$ cat config.mk
export PLATFORM = sky130hd
export DESIGN_NAME = cla_adder_pipe
export DESIGN_NICKNAME = d
export VERILOG_FILES = /design/src/rtl/cla_pkg.sv /design/src/rtl/cla_group_gp.sv /design/src/rtl/cla_tree.sv /design/src/rtl/cla_adder_pipe.sv
export SDC_FILE = /design/constraint.sdc
export NUM_CORES = 1
export LEC_CHECK = 0
export ABC_AREA = 1
export BUFFER_PORTS_ARGS = -buffer_cell sky130_fd_sc_hd__buf_2
export CORE_ASPECT_RATIO = 0.6
export CORE_MARGIN = 2
export CORE_UTILIZATION = 50
export CTS_BUF_LIST = sky130_fd_sc_hd__clkbuf_8
export DETAILED_ROUTE_END_ITERATION = 10
export GPL_ROUTABILITY_DRIVEN = 0
export MAX_ROUTING_LAYER = met4
export PLACE_DENSITY = 0.78
export SLEW_MARGIN = 30
export SYNTH_ARGS = -nofsm -noshare
export SYNTH_HDL_FRONTEND = slang
export SYNTH_HIERARCHICAL = 1
export SYNTH_SLANG_ARGS = --single-unit
$ cat constraint.sdc
create_clock -name clk -period 1.4 [get_ports clk]
set_input_delay 0.14 -clock clk [delete_from_list [all_inputs] [get_ports clk]]
set_output_delay 0.14 -clock clk [all_outputs]
set_load 0.01 [all_outputs]
$ cat src/rtl/cla_pkg.sv
// Shared types and elaboration helpers for the pipelined carry-lookahead adder.
// Holds the generate/propagate pair, the pipeline latency and tree sizing functions.
package cla_pkg;

  typedef struct packed {
    logic g;
    logic p;
  } gp_t;

  localparam int CLA_LATENCY = 3;

  function automatic int int_pow(int base, int e);
    int r;
    r = 1;
    for (int i = 0; i < 31; i++) begin
      if (i < e) r = r * base;
    end
    return r;
  endfunction

  // Number of GROUP-wide levels needed to cover width bits.
  function automatic int tree_levels(int width, int group);
    int lv;
    int span;
    lv   = 0;
    span = 1;
    for (int i = 0; i < 31; i++) begin
      if (span < width) begin
        span = span * group;
        lv   = lv + 1;
      end
    end
    return lv;
  endfunction

  function automatic bit params_ok(int width, int group);
    return ((group == 2) || (group == 4)) && (width >= 4) && ((width % group) == 0);
  endfunction

endpackage

$ cat src/rtl/cla_group_gp.sv
// GROUP-wide generate/propagate cell: combines GROUP child pairs into one group pair
// and resolves the carry into each child from the group carry-in.
module cla_group_gp
  import cla_pkg::*;
#(
  parameter int GROUP = 4
) (
  input  gp_t [GROUP-1:0]  gp_i,
  input  logic             c_i,
  output gp_t              gp_o,
  output logic [GROUP-1:0] c_o
);

  // Group pair and carries kept in separate blocks so the upward sweep never
  // depends on the downward carry path.
  always_comb begin
    gp_o = gp_i[0];
    for (int k = 1; k < GROUP; k++) begin
      gp_o.g = gp_i[k].g | (gp_i[k].p & gp_o.g);
      gp_o.p = gp_o.p & gp_i[k].p;
    end
  end

  always_comb begin
    c_o    = '0;
    c_o[0] = c_i;
    for (int k = 1; k < GROUP; k++) begin
      c_o[k] = gp_i[k-1].g | (gp_i[k-1].p & c_o[k-1]);
    end
  end

endmodule

$ cat src/rtl/cla_tree.sv
// Recursive lookahead tree over W bit pairs (W a power of GROUP): GROUP subtrees
// feed one cla_group_gp node, which hands carries back down to the subtrees.
module cla_lookahead_tree
  import cla_pkg::*;
#(
  parameter int W     = 16,
  parameter int GROUP = 4
) (
  input  gp_t [W-1:0]  gp_i,
  input  logic         c_i,
  output gp_t          gp_o,
  output logic [W-1:0] c_o
);

  if (W == GROUP) begin : g_leaf
    cla_group_gp #(.GROUP(GROUP)) u_cell (
      .gp_i (gp_i),
      .c_i  (c_i),
      .gp_o (gp_o),
      .c_o  (c_o)
    );
  end else begin : g_node
    localparam int SUB = W / GROUP;
    gp_t [GROUP-1:0]  kid_gp;
    logic [GROUP-1:0] kid_c;

    for (genvar k = 0; k < GROUP; k++) begin : g_sub
      cla_lookahead_tree #(.W(SUB), .GROUP(GROUP)) u_sub (
        .gp_i (gp_i[k*SUB +: SUB]),
        .c_i  (kid_c[k]),
        .gp_o (kid_gp[k]),
        .c_o  (c_o[k*SUB +: SUB])
      );
    end

    cla_group_gp #(.GROUP(GROUP)) u_cell (
      .gp_i (kid_gp),
      .c_i  (c_i),
      .gp_o (gp_o),
      .c_o  (kid_c)
    );
  end

endmodule

$ cat src/rtl/cla_adder_pipe.sv
// 3-stage pipelined carry-lookahead adder/subtractor with valid/ready handshake.
// Define CLA_ADDER_OVERFLOW_EN to add the registered signed-overflow output out_ovf.
module cla_adder_pipe
  import cla_pkg::*;
#(
  parameter int WIDTH = 16,
  parameter int GROUP = 4
) (
  input  logic             clk,
  input  logic             rst_n,
  input  logic             in_valid,
  output logic             in_ready,
  input  logic [WIDTH-1:0] in_a,
  input  logic [WIDTH-1:0] in_b,
  input  logic             in_cin,
  input  logic             in_sub,
  output logic             out_valid,
  input  logic             out_ready,
  output logic [WIDTH-1:0] out_sum,
  output logic             out_cout,
`ifdef CLA_ADDER_OVERFLOW_EN
  output logic             out_ovf,
`endif
  output logic [1:0]       out_gp
);

  localparam int LEVELS = tree_levels(WIDTH, GROUP);
  localparam int N_PAD  = int_pow(GROUP, LEVELS);

  if (!params_ok(WIDTH, GROUP)) begin : g_bad_params
    $error("cla_adder_pipe: WIDTH must be >= 4 and a multiple of GROUP, GROUP must be 2 or 4");
  end

  logic init_q;
  logic v1_q, v1_d, v2_q, v2_d, v3_q, v3_d;
  logic accept, ld2, ld3, emit;

  logic [WIDTH-1:0] b_eff;
  logic             c0;

  logic [WIDTH-1:0] g1_q, p1_q;
  logic             c01_q;

  logic [WIDTH:0]   c2_q;
  logic [WIDTH-1:0] p2_q;
  gp_t              gp2_q;

  logic [WIDTH-1:0] sum_q;
  logic             cout_q;
  gp_t              gp3_q;

  gp_t [N_PAD-1:0]  bit_gp;
  logic [N_PAD-1:0] bit_c;
  gp_t              word_gp;
  logic [WIDTH:0]   carry;

  // in_ready stays low until the first edge after reset release.
  assign emit     = v3_q & out_ready;
  assign ld3      = v2_q & (~v3_q | emit);
  assign ld2      = v1_q & (~v2_q | ld3);
  assign in_ready = init_q & (~v1_q | ld2);
  assign accept   = in_valid & in_ready;

  always_comb begin
    v1_d = accept | (v1_q & ~ld2);
    v2_d = ld2 | (v2_q & ~ld3);
    v3_d = ld3 | (v3_q & ~emit);
  end

  assign b_eff = in_sub ? ~in_b : in_b;
  assign c0    = in_sub | in_cin;

  // Padding bits (g=0, p=1) pass carries through without changing the word pair.
  for (genvar i = 0; i < N_PAD; i++) begin : g_bits
    if (i < WIDTH) begin : g_real
      assign bit_gp[i] = '{g: g1_q[i], p: p1_q[i]};
    end else begin : g_pad
      assign bit_gp[i] = '{g: 1'b0, p: 1'b1};
    end
  end

  cla_lookahead_tree #(.W(N_PAD), .GROUP(GROUP)) u_tree (
    .gp_i (bit_gp),
    .c_i  (c01_q),
    .gp_o (word_gp),
    .c_o  (bit_c)
  );

  assign carry[WIDTH-1:0] = bit_c[WIDTH-1:0];
  assign carry[WIDTH]     = word_gp.g | (word_gp.p & c01_q);

  always_ff @(posedge clk or negedge rst_n) begin
    if (!rst_n) begin
      init_q <= 1'b0;
      v1_q   <= 1'b0;
      v2_q   <= 1'b0;
      v3_q   <= 1'b0;
      g1_q   <= '0;
      p1_q   <= '0;
      c01_q  <= 1'b0;
      c2_q   <= '0;
      p2_q   <= '0;
      gp2_q  <= '0;
      sum_q  <= '0;
      cout_q <= 1'b0;
      gp3_q  <= '0;
    end else begin
      init_q <= 1'b1;
      v1_q   <= v1_d;
      v2_q   <= v2_d;
      v3_q   <= v3_d;
      if (accept) begin
        g1_q  <= in_a & b_eff;
        p1_q  <= in_a ^ b_eff;
        c01_q <= c0;
      end
      if (ld2) begin
        c2_q  <= carry;
        p2_q  <= p1_q;
        gp2_q <= word_gp;
      end
      if (ld3) begin
        sum_q  <= p2_q ^ c2_q[WIDTH-1:0];
        cout_q <= c2_q[WIDTH];
        gp3_q  <= gp2_q;
      end
    end
  end

  assign out_valid = v3_q;
  assign out_sum   = sum_q;
  assign out_cout  = cout_q;
  assign out_gp    = {gp3_q.g, gp3_q.p};

`ifdef CLA_ADDER_OVERFLOW_EN
  logic ovf_q;

  always_ff @(posedge clk or negedge rst_n) begin
    if (!rst_n) begin
      ovf_q <= 1'b0;
    end else if (ld3) begin
      ovf_q <= c2_q[WIDTH] ^ c2_q[WIDTH-1];
    end
  end

  assign out_ovf = ovf_q;
`endif

endmodule

==> impl_metrics.toml, run 1 <==
[synth]
synth-seq-cells = 91
synth_edf_count = 0
synth_flop_cell = "dfrtp_1"
synth_area_per_cell_sq_um = 8.77
yosysTopAreaCell = "dfrtp_1"
ys_async_sr_fraction_pct = 100
synth.top_cell.area_share_pct = 52.0
synth_nets = 553
ys_seq_area_share_pct = 52.0
yosysWarnings = 6
syn_inst = 499
netlist_area_sq_um = 4380
synth.distinct_cells = 21
synth_area_leaders = "dfrtp_1, nand2_1, nand4_1"

[run]
cap_viol_max_count = 0

[timing]
fmax_ghz = 0.627
fin_tns_setup_ns = -1.08
rsz0062_at_grt = "true"
min_period_over_period_pct = 114
final-hold-violation-count = 0
fin_hold_ws_ns = 0.110
period_needed_ns = 1.60
skew_ns = 0.0139
setup_ws_ns = -0.196
drv_slew = 0
setup_viol = 11

[finish]
fin_area_sq_um = 5370
nets = 648
area_delta_synth_final_pct = 22.8
stdcell_count = 711
nFillCells = 713
final_layout_size_suffix_gt1_share_pct = 27.9
final_common_cell = "nand2_1"
final_cell_mix = "nand2_1, dfrtp_1, buf_2, buf_4, nand4_1"
insertedDiodeCount = 0

[drt]
drtAntennaViolNets = 0
drt_iter0_drc = 256
wl_per_cell_um = 13.8
drc = 0
vias = 3597
drt_pass1_iterations = 5
via_per_inst = 5.06
wl_um = 9810

[floorplan]
start_util_pct = 51.5
die_x_um = 125
core_area_sq_um = 8490
dieArea_sq_um = 9540
ios = 59
chipHeight_um = 76.5
rows = 26

[cts]
clk_latency_ns = 0.37
h-tree-depth = 3
cts_tree = "built"
cts_buffers = 9
path_clk_slew_ns = 0.09
max-clock-path-buffers = 2
clkSinkCount = 91
cts_root_buffer = "clkbuf_8"

[grt]
grt_start_max_net_pins = 37
grt_pass1_wl_um = 16800
track_usage_pct = 22.6
gr-total-overflow = 0
grt_pass1_vias = 3532
grt_antenna_before_repair = 0

[place]
dpl_cell_area_sq_um = 5030
post-place-cells = 683
dp_hpwl_um = 7240
port_buffers = 58

[critical_path]
worst-setup-path-type = "register to register"
crit_arrival_ns = 1.86
cp-startpoint = "p1_q[3]"
cp-endpoint = "c2_q[5]"
r2r_start = "p1_q[3]"
worstPathRequired_ns = 1.67
r2r_slack_ns = -0.20
critPathCaptureType = "register"
critPathLaunchType = "register"
path_max_fanout = 3
reg2reg_depth = 12
reg2reg_to = "c2_q[5]"

[pwr]
powerDensity_nw_per_um2 = 1470
leakage_nw = 2.90
finalPower_mw = 7.88
max-vdd-ir-drop_uv = 1020

[outcome]
violations = "setup timing"
outcome = "finished with violations"

[hold_path]
hp-class = "input port to register"
## area by class of cell
class	count	area, sq um	share of cell area, %
Tap cell	112	140	2.61
Clock buffer	10	138	2.56
Timing Repair Buffer	114	764	14.2
Clock inverter	6	71.3	1.33
Sequential cell	91	2280	42.4
Multi-Input combinational cell	356	1890	35.3
Inverter	22	85.1	1.58
## worst max-delay path: stages (launching register included)
cell	delay (ns)
dfrtp_1	0.41
nand2_2	0.08
and3b_2	0.21
nand2_2	0.06
nand2_2	0.05
buf_4	0.13
buf_6	0.11
nand2_2	0.05
nand2_2	0.06
buf_4	0.13
buf_6	0.10
nand2_2	0.05
nand2_1	0.05
## routing by layer
| metal | track usage (%) | wire [um] | share of wire (%) |
|---|---|---|---|
| met5 | - | 0 | 0 |
| met1 | 32.6 | 4700 | 48 |
| met4 | 5.96 | 148 | 1.5 |
| met2 | 32.1 | 4210 | 43 |
| met3 | 5.83 | 740 | 7.5 |
## cell usage after synthesis (2+ instances only)
cell,count
nand2_1,211
dfrtp_1,91
nand4_1,33
o21ai_0,26
inv_1,21
buf_2,16
ha_1,16
nand2_2,16
xnor2_1,16
xor2_1,16
a21oi_1,11
clkbuf_1,7
and3b_2,5
buf_4,5
buf_1,2
nand3_1,2
## stage by stage
stage,utilization [%],worst slack [ns]
4_1_cts,62.3,-0.204
6_report,63.3,-0.196
5_1_grt,63.3,-0.295
3_5_place_dp,59.2,-0.205
3_3_place_gp,59.2,-0.134
2_1_floorplan,-,-0.0723
## power breakdown
group / switching, mW / internal [mW]
sequential: 0.444 / 3.30
clock: 0.969 / 0.889
combinational: 1.18 / 1.10
## cell families after synthesis
group | count (synthesis) | synth area share, %
compound gates | 37 | 4.23
fa+ha+maj | 16 | 4.57
flops | 91 | 52.0
xor+xnor | 32 | 6.40
buf+inv | 52 | 5.35
other cells | 1 | 0.0857
simple gates | 270 | 27.3
## registers in the layout, summed over array words and instances (netlist names)
register and count:
v1_q 1, c01_q 1, gp2_q 2, c2_q 17
p1_q 16, out_gp 2, init_q 1, g1_q 16
p2_q 16, out_cout 1, out_valid 1, out_sum 16
v2_q 1
## timing repair
| item | CTS | global route |
|---|---|---|
| gates resized for setup | 4 | 16 |
| setup endpoints to repair | 10 | 36 |
| pin swaps | 2 | 5 |
| endpoints found under the hold margin | 25 | 0 |
| hold buffers | 1 | 0 |
| buffers inserted | 5 | 6 |
| cloned | 0 | 0 |
## worst min-delay path by stage
stage	depth (start not counted)	slack, ns	from	to
2_1_floorplan	0	-0.16	rst_n	c01_q
3_3_place_gp	1	0.09	rst_n	out_sum[3]
3_5_place_dp	1	0.11	rst_n	out_sum[2]
4_1_cts	4	0.09	out_ready	out_valid
5_1_grt	4	0.13	out_ready	v2_q
6_report	4	0.11	out_ready	v2_q
(Power assumes the default switching activity.)
==> inputs of run 2 (changes only) <==
--- a/config.mk
+++ b/config.mk
@@ -12,9 +12,10 @@
 export CORE_UTILIZATION = 50
 export CTS_BUF_LIST = sky130_fd_sc_hd__clkbuf_8
 export DETAILED_ROUTE_END_ITERATION = 10
-export GPL_ROUTABILITY_DRIVEN = 0
+export HOLD_SLACK_MARGIN = 0.03
 export MAX_ROUTING_LAYER = met4
 export PLACE_DENSITY = 0.78
+export RECOVER_POWER = 50
 export SLEW_MARGIN = 30
 export SYNTH_ARGS = -nofsm -noshare
 export SYNTH_HDL_FRONTEND = slang
==> impl_metrics.toml, run 2 (same netlist as run 1, synthesis figures left out) <==
[timing]
fin_hold_ws_ns = 0.109
slew_headroom_pct = 50.4
final-hold-violation-count = 0
min_period_over_period_pct = 114
fin_tns_setup_ns = -1.21
drv_slew = 0
skew_ns = 0.0113
rsz0062_at_grt = "true"
period_needed_ns = 1.60
setup_viol = 12
worst_pin_slew_ns = 0.744
setup_ws_ns = -0.202
fmax_ghz = 0.624

[drt]
drt_pass1_iterations = 4
wl_per_cell_um = 13.8
drtAntennaViolNets = 0
via_per_inst = 5.03
vias = 3574
drc = 0
drt_iter0_drc = 264
wl_um = 9790

[pwr]
powerDensity_nw_per_um2 = 1470
leakage_nw = 2.89
seqPwrFrac_pct = 47.7
p_int_mw = 5.27
finalPower_mw = 7.86
max-vdd-ir-drop_uv = 1020
clkPwrFrac_pct = 23.6
combPwrFrac_pct = 28.8
p_sw_share_pct = 32.9
p_sw_mw = 2.59

[grt]
grt_pass1_wl_um = 16800
gr-total-overflow = 0
grt_start_max_net_pins = 37
grt_antenna_before_repair = 0
grt_pass1_vias = 3532
track_usage_pct = 22.6

[cts]
max-clock-path-buffers = 2
cts_buffers = 9
clkSinkCount = 91
h-tree-depth = 3
cts_root_buffer = "clkbuf_8"
path_clk_slew_ns = 0.09
clk_latency_ns = 0.37
cts_tree = "built"

[finish]
final_common_cell = "nand2_1"
insertedDiodeCount = 0
final_layout_size_suffix_gt1_share_pct = 27.9
fin_area_sq_um = 5340
final_cell_mix = "nand2_1, dfrtp_1, buf_2, buf_4, nand4_1"
nets = 648
regMostFlops = "c2_q"
area_delta_synth_final_pct = 22.0
fin_util_pct = 62.9
largest_reg_flops = 17

[floorplan]
core_area_sq_um = 8490
ios = 59
die_x_um = 125
rows = 26
chipHeight_um = 76.5
start_util_pct = 51.5
dieArea_sq_um = 9540

[critical_path]
slowest_stage = "dfrtp_1"
worstPathRequired_ns = 1.67
cp_top_family = "simple AND/OR/NAND/NOR gates"
cp_common_cell = "nand2_2"
slowest_delay_ns = 0.42
crit_arrival_ns = 1.87
critPathLaunchType = "register"
crit_chain = "nand2_2 -> and3b_2 -> nand2_2 -> nand2_2 -> buf_4 -> buf_6 -> nand2_2 -> nand2_2 -> buf_4 -> buf_6 -> nand2_2 -> nand2_1"
path_max_fanout = 3
worst-setup-path-type = "register to register"
critPathCaptureType = "register"
crit_buf_inv = 4

[hold_path]
hp-class = "input port to register"

[run]
cap_viol_max_count = 0

[place]
dpl_cell_area_sq_um = 5030
port_buffers = 58
dp_hpwl_um = 7240
gp_congestion = 0.923

[outcome]
outcome = "finished with violations"
violations = "setup timing"
run 2: cell count changes in the layout (fill, tap and decap cells not counted):
cell / delta
buf_12: -2
clkbuf_2: +3
buf_4: -4
clkbuf_4: +3
run 2: worst paths after layout:
kind | startpoint | end | cells past startpoint | slack, ns
hold reg to reg | out_cout | out_cout | 2 | 0.48
hold / removal | out_ready | v2_q | 4 | 0.11
setup reg to reg | p1_q[3] | c2_q[5] | 12 | -0.20
min in group asynchronous | rst_n | out_sum[0] | 2 | 0.36
max in group asynchronous | rst_n | p2_q[13] | 3 | 0.15
setup / recovery | p1_q[3] | c2_q[5] | 12 | -0.20
run 2: worst reg2reg max path, delay by kind of cell (launching register included):
| kind | cells | cell delay [ns] |
|---|---|---|
| buf+inv | 4 | 0.47 |
| flops | 1 | 0.42 |
| simple gates | 8 | 0.62 |
run 2: cell type report:
type | count | area, sq um
Clock buffer | 10 | 138
Clock inverter | 6 | 71.3
Fill cell | 717 | 3150
Inverter | 22 | 85.1
Multi-Input combinational cell | 356 | 1890
Sequential cell | 91 | 2280
Tap cell | 112 | 140
Timing Repair Buffer | 114 | 732
run 2: stage by stage:
step | worst slack (ns) | std cells
2_1_floorplan | -0.0723 | 499
3_3_place_gp | -0.134 | 683
3_5_place_dp | -0.205 | 683
4_1_cts | -0.204 | 705
5_1_grt | -0.295 | 711
6_report | -0.202 | 711
run 2: power groups by stage:
stage                     registers [mW]  clock network, mW  logic [mW]
after floorplan                     3.87                  0        1.13
after global placement              3.75                  0        2.10
after detailed placement            3.79                  0        2.15
after CTS                           3.74               1.90        2.22
after global routing                3.84               2.02        2.56
final                               3.75               1.85        2.26
run 2: per-layer routing:
metal	GRT usage (%)	vias to the layer above	part of all wire (%)
met5	-	-	0
met4	5.96	0	1.4
met3	5.83	17	6.3
met2	32.1	108	43
met1	32.6	1669	49
li1	-	1780	-
run 2: what timing repair did:
action                     CTS  global route
gates resized for setup      4            16
pin swaps                    2             5
hold endpoints to repair    25             0
setup endpoints to repair   10            36
buffers inserted             5             6
hold buffers                 1             0
